**src/rtl/ppu_oam_dma.sv**
```systemverilog
// Sprite DMA engine: a CPU write to DMA_ADDR halts the CPU and copies one 256-byte page
// into PPU OAMDATA, one /CS strobe per byte, stepping only on cpu_cycle_in pulses.
module ppu_oam_dma #(
  parameter logic [15:0] DMA_ADDR    = 16'h4014,
  parameter logic [2:0]  OAMDATA_SEL = 3'h4
) (
  input  logic        clk_in,
  input  logic        rst_in,
  input  logic        cpu_cycle_in,
  input  logic [15:0] cpu_a_in,
  input  logic        cpu_r_nw_in,
  input  logic [7:0]  cpu_d_in,
  output logic        rdy_out,
  output logic        active_out,
  output logic [15:0] mem_a_out,
  output logic        mem_rd_out,
  input  logic [7:0]  mem_d_in,
  output logic [2:0]  ppu_sel_out,
  output logic        ppu_ncs_out,
  output logic        ppu_r_nw_out,
  output logic [7:0]  ppu_d_out
);

  typedef enum logic [2:0] {StIdle, StHalt, StAlign, StRead, StWrite} state_t;

  state_t      q_state;
  logic [7:0]  q_page;
  logic [7:0]  q_idx;
  logic [7:0]  q_data;
  logic        q_odd;
  logic        q_par;
  logic        q_rdy;
  logic        q_active;
  logic [15:0] q_mem_a;
  logic        q_mem_rd;
  logic [2:0]  q_sel;
  logic        q_ncs;
  logic        q_r_nw;

  always_ff @(posedge clk_in) begin
    if (rst_in) begin
      q_state  <= StIdle;
      q_page   <= '0;
      q_idx    <= '0;
      q_data   <= '0;
      q_odd    <= 1'b0;
      q_par    <= 1'b0;
      q_rdy    <= 1'b1;
      q_active <= 1'b0;
      q_mem_a  <= '0;
      q_mem_rd <= 1'b0;
      q_sel    <= '0;
      q_ncs    <= 1'b1;
      q_r_nw   <= 1'b1;
    end else if (cpu_cycle_in) begin
      q_odd <= ~q_odd;
      case (q_state)
        StIdle: begin
          if (cpu_a_in == DMA_ADDR && !cpu_r_nw_in) begin
            q_page   <= cpu_d_in;
            q_idx    <= '0;
            q_par    <= q_odd;  // parity of the trigger cycle, before this toggle
            q_state  <= StHalt;
            q_rdy    <= 1'b0;
            q_active <= 1'b1;
          end
        end
        StHalt: begin
          if (q_par) begin
            q_state <= StAlign;
          end else begin
            q_state  <= StRead;
            q_mem_rd <= 1'b1;
            q_mem_a  <= {q_page, q_idx};
          end
        end
        StAlign: begin
          q_state  <= StRead;
          q_mem_rd <= 1'b1;
          q_mem_a  <= {q_page, q_idx};
        end
        StRead: begin
          q_data   <= mem_d_in;
          q_mem_rd <= 1'b0;
          q_ncs    <= 1'b0;
          q_sel    <= OAMDATA_SEL;
          q_r_nw   <= 1'b0;
          q_state  <= StWrite;
        end
        StWrite: begin
          // /CS rises here so the next byte gets its own falling edge
          q_ncs  <= 1'b1;
          q_r_nw <= 1'b1;
          q_sel  <= '0;
          q_data <= '0;
          if (q_idx == 8'hFF) begin
            q_state  <= StIdle;
            q_rdy    <= 1'b1;
            q_active <= 1'b0;
            q_mem_a  <= '0;
          end else begin
            q_idx    <= q_idx + 8'd1;
            q_state  <= StRead;
            q_mem_rd <= 1'b1;
            q_mem_a  <= {q_page, q_idx + 8'd1};
          end
        end
        default: q_state <= StIdle;
      endcase
    end
  end

  assign rdy_out      = q_rdy;
  assign active_out   = q_active;
  assign mem_a_out    = q_mem_a;
  assign mem_rd_out   = q_mem_rd;
  assign ppu_sel_out  = q_sel;
  assign ppu_ncs_out  = q_ncs;
  assign ppu_r_nw_out = q_r_nw;
  assign ppu_d_out    = q_data;

endmodule

```
**config.mk**
```make
export PLATFORM = sky130hd
export DESIGN_NAME = ppu_oam_dma
export DESIGN_NICKNAME = d
export VERILOG_FILES = /design/src/rtl/ppu_oam_dma.sv
export SDC_FILE = /design/constraint.sdc
export NUM_CORES = 1
export LEC_CHECK = 0
export CAP_MARGIN = 20
export CORE_AREA = 10 10 71 73
export CTS_CLUSTER_DIAMETER = 120
export CTS_CLUSTER_SIZE = 30
export DETAILED_ROUTE_END_ITERATION = 12
export DIE_AREA = 0 0 81 83
export DONT_BUFFER_PORTS = 1
export GPL_TIMING_DRIVEN = 1
export PLACE_DENSITY = 0.87
export SYNTH_ARGS = -nofsm -noshare
export SYNTH_HDL_FRONTEND = slang
export SYNTH_SLANG_ARGS = --single-unit
```
**constraint.sdc**
```tcl
create_clock -name clk_in -period 3.6 [get_ports clk_in]
set_input_delay 0.18 -clock clk_in [delete_from_list [all_inputs] [get_ports clk_in]]
set_output_delay 0.18 -clock clk_in [all_outputs]
set_load 0.03 [all_outputs]
```
==> flow_metrics.tcl <==
set metrics [dict create \
    r2r-end "mem_a_out[7]" \
    clock-sinks 50 \
    max_cap_viol_count 0 \
    drt_iter0_drc 125 \
    synth_area_leaders "dfxtp_1, nor2_1, a21oi_1" \
    synth-edff-count 0 \
    root_buffer "clkbuf_8" \
    worst_ep_required_time_ns 3.83 \
    period_minus_slack_ns 2.19 \
    clkTransAtPathRegs_ns 0.09 \
    ant_nets 0 \
    antenna_found_initial 0 \
    postSynthCellCount 265 \
    cts_tree "done" \
    post_cts_resized 0 \
    ys_warn_count 0 \
    grt_pass1_vias 1897 \
    grt_first_pass_wirelength_mm 9.08 \
    clock_path_buffers 2 \
    fp.dieW_um 81 \
    numCtsBuffers 5 \
    fin_skew_ns 0.00580 \
    area_delta_synth_final_pct 3.77 \
    crit_arrival_ns 2.42 \
    via_count 1917 \
    synth-async-reset-ratio 0 \
    leakagePower_nw 0.742 \
    final_cells 304 \
    path_max_fanout 20 \
    place_inst 295 \
    clkLatencyLatePin_ns 0.30 \
    rsz0062_at_grt "no" \
    synth_ff_type "dfxtp_1" \
    htree_levels 2 \
    place_area_um2 2260 \
    fp.dieH_um 83 \
    timing.final.crit_share 0.608 \
    ys_types 56 \
    synth_top_area_frac 0.437 \
    hold_end "q_idx[5]" \
    row_count 22 \
    avgSynthCellArea_um2 8.64 \
    ys_seq_area_frac 0.437 \
    grt_util_all_layers 0.163 \
    grt_max_degree 41 \
    irDropWorstVdd_mv 0.314 \
    core_area_um2 3630 \
    yosysMostFrequentCell "dfxtp_1" \
    power_density_nw_per_um2 389 \
    yosys-top-cells-count "dfxtp_1, nor2_1, a21oi_1" \
    numPortBuffers 0 \
    maxSlewViolCount 0 \
    power_uw 923 \
    slew_headroom 0.464 \
    startpoint_type "flip-flop" \
    max_clock_freq_mhz 457 \
    worstMarginPinSlew_ns 0.799 \
    min_from "rst_in" \
    r2r-start "q_state[2]" \
    post-route-util 0.654 \
    wl_per_cell_um 17.9 \
    yosys.area.top_type "dfxtp_1" \
    die_area_um2 6720 \
    drive_above_1_share 0.109 \
    route.detailed.drc 0 \
    setup_tns_ns 0 \
    place.gp.congestion 0.855 \
    ys_ff_latch 50 \
    final_area_um2 2380 \
    critPathKind "reg2reg" \
    ios 68 \
    final_hold_viol_count 0 \
    reg2reg_slack_ns 1.41 \
    vias_per_cell 6.31 \
    crit_path_end_kind "flip-flop" \
    fill_cells 314 \
    status "finished clean" \
    setup_viol 0 \
    min_path_cells 2 \
    num-nets-final 292 \
    overflow 0 \
    dr.pass1.iters 5 \
    diodes 0 \
    hold_class "in2reg" \
    synthesis.area_um2 2290 \
    r2r_cells 5 \
    dpl.hpwl_mm 3.82 \
    drt_wl_total_mm 5.46 \
    start_util 0.630 \
]
## cell families after synthesis
| family | after synthesis | share of synthesized area |
|---|---|---|
| AND/OR/NAND/NOR | 98 | 0.212 |
| AO/OA/AOI/OAI | 75 | 0.228 |
| flip-flops | 50 | 0.437 |
| buffers and inverters | 27 | 0.0612 |
| multiplexers | 9 | 0.0393 |
| XOR/XNOR | 4 | 0.0153 |
| adder cells (fa/ha/maj) | 1 | 0.00546 |
| other | 1 | 0.00164 |
## power breakdown
group,leakage [nW],switching (mW),internal [mW]
Combinational,0.291,0.0133,0.00698
Clock,0.0478,0.190,0.158
Sequential,0.403,0.000891,0.554
## how the worst max path moves through the flow
stage                    start            to  slack, ns  depth (start not counted)
global placement    q_state[2]  mem_a_out[7]       1.53                          5
global route          q_idx[0]  mem_a_out[1]       1.20                          6
floorplan             q_idx[0]      q_idx[0]       1.96                          7
finish              q_state[2]  mem_a_out[7]       1.41                          5
CTS                 q_state[2]  mem_a_out[7]       1.46                          5
detailed placement  q_state[2]  mem_a_out[7]       1.49                          5
## stage by stage
stage          hold WS [ns]  setup WS, ns
5_1_grt             0.00386          1.20
3_5_place_dp          0.261          1.49
4_1_cts              0.0156          1.46
2_1_floorplan         0.327          1.96
3_3_place_gp          0.259          1.53
6_report             0.0163          1.41
## sequential cells by signal, indices dropped and copies added, names as in the netlist
name          flops
mem_a_out        16
ppu_d_out         8
q_idx             8
q_page            8
q_state           3
active_out        1
mem_rd_out        1
ppu_r_nw_out      1
ppu_sel_out       1
q_odd             1
q_par             1
rdy_out           1
## final cells by class
type / instances / area [um2] / share of cell area
multi-input cells: 189 / 1160 / 0.488
flip-flops and latches: 50 / 1000 / 0.421
clock buffers: 6 / 82.6 / 0.0348
well taps: 48 / 60.1 / 0.0253
repair buffers: 3 / 35.0 / 0.0147
inverters: 6 / 22.5 / 0.00948
clock inverters: 2 / 16.3 / 0.00685
## layout by cell type, fill, tap and decap left out, types with 2 or more instances in the layout
cell type	netlist	final
o31ai_1	2	2
nor4b_2	2	2
clkbuf_8	0	6
nor4_1	3	2
nor3_1	3	3
xnor2_1	3	3
nand4b_1	2	2
o32ai_1	2	2
mux2i_1	9	9
a22oi_1	8	8
nand2_1	21	21
dfxtp_1	50	50
a211oi_1	4	4
a31oi_1	5	5
nor3b_1	2	2
nor2_1	35	35
or3_1	2	2
a21oi_1	22	22
a311oi_1	2	2
and3_1	2	2
buf_4	5	2
and3_2	3	3
nand4_1	2	2
inv_1	6	6
conb_1	1	2
o21ai_0	12	12
nand3_1	15	15
## repair_timing
action | in CTS | in global routing
setup endpoints to repair | 0 | 0
setup buffers | 0 | 0
hold buffers | 1 | 0
endpoints found under the hold margin | 40 | 0
## critical path, stage by stage (launching register included)
cell and delay (ns):
dfxtp_1 0.80, nor2_1 0.16, and3_1 0.24, o21ai_1 0.63
a211oi_1 0.11, nor3_1 0.16
## routing by layer
metal	track usage	wire [um]
met5	0	0
met4	0.0376	54
met3	0.0657	562
met2	0.266	2650
met1	0.194	2180
Note: power is estimated with default switching activity, not from simulation.
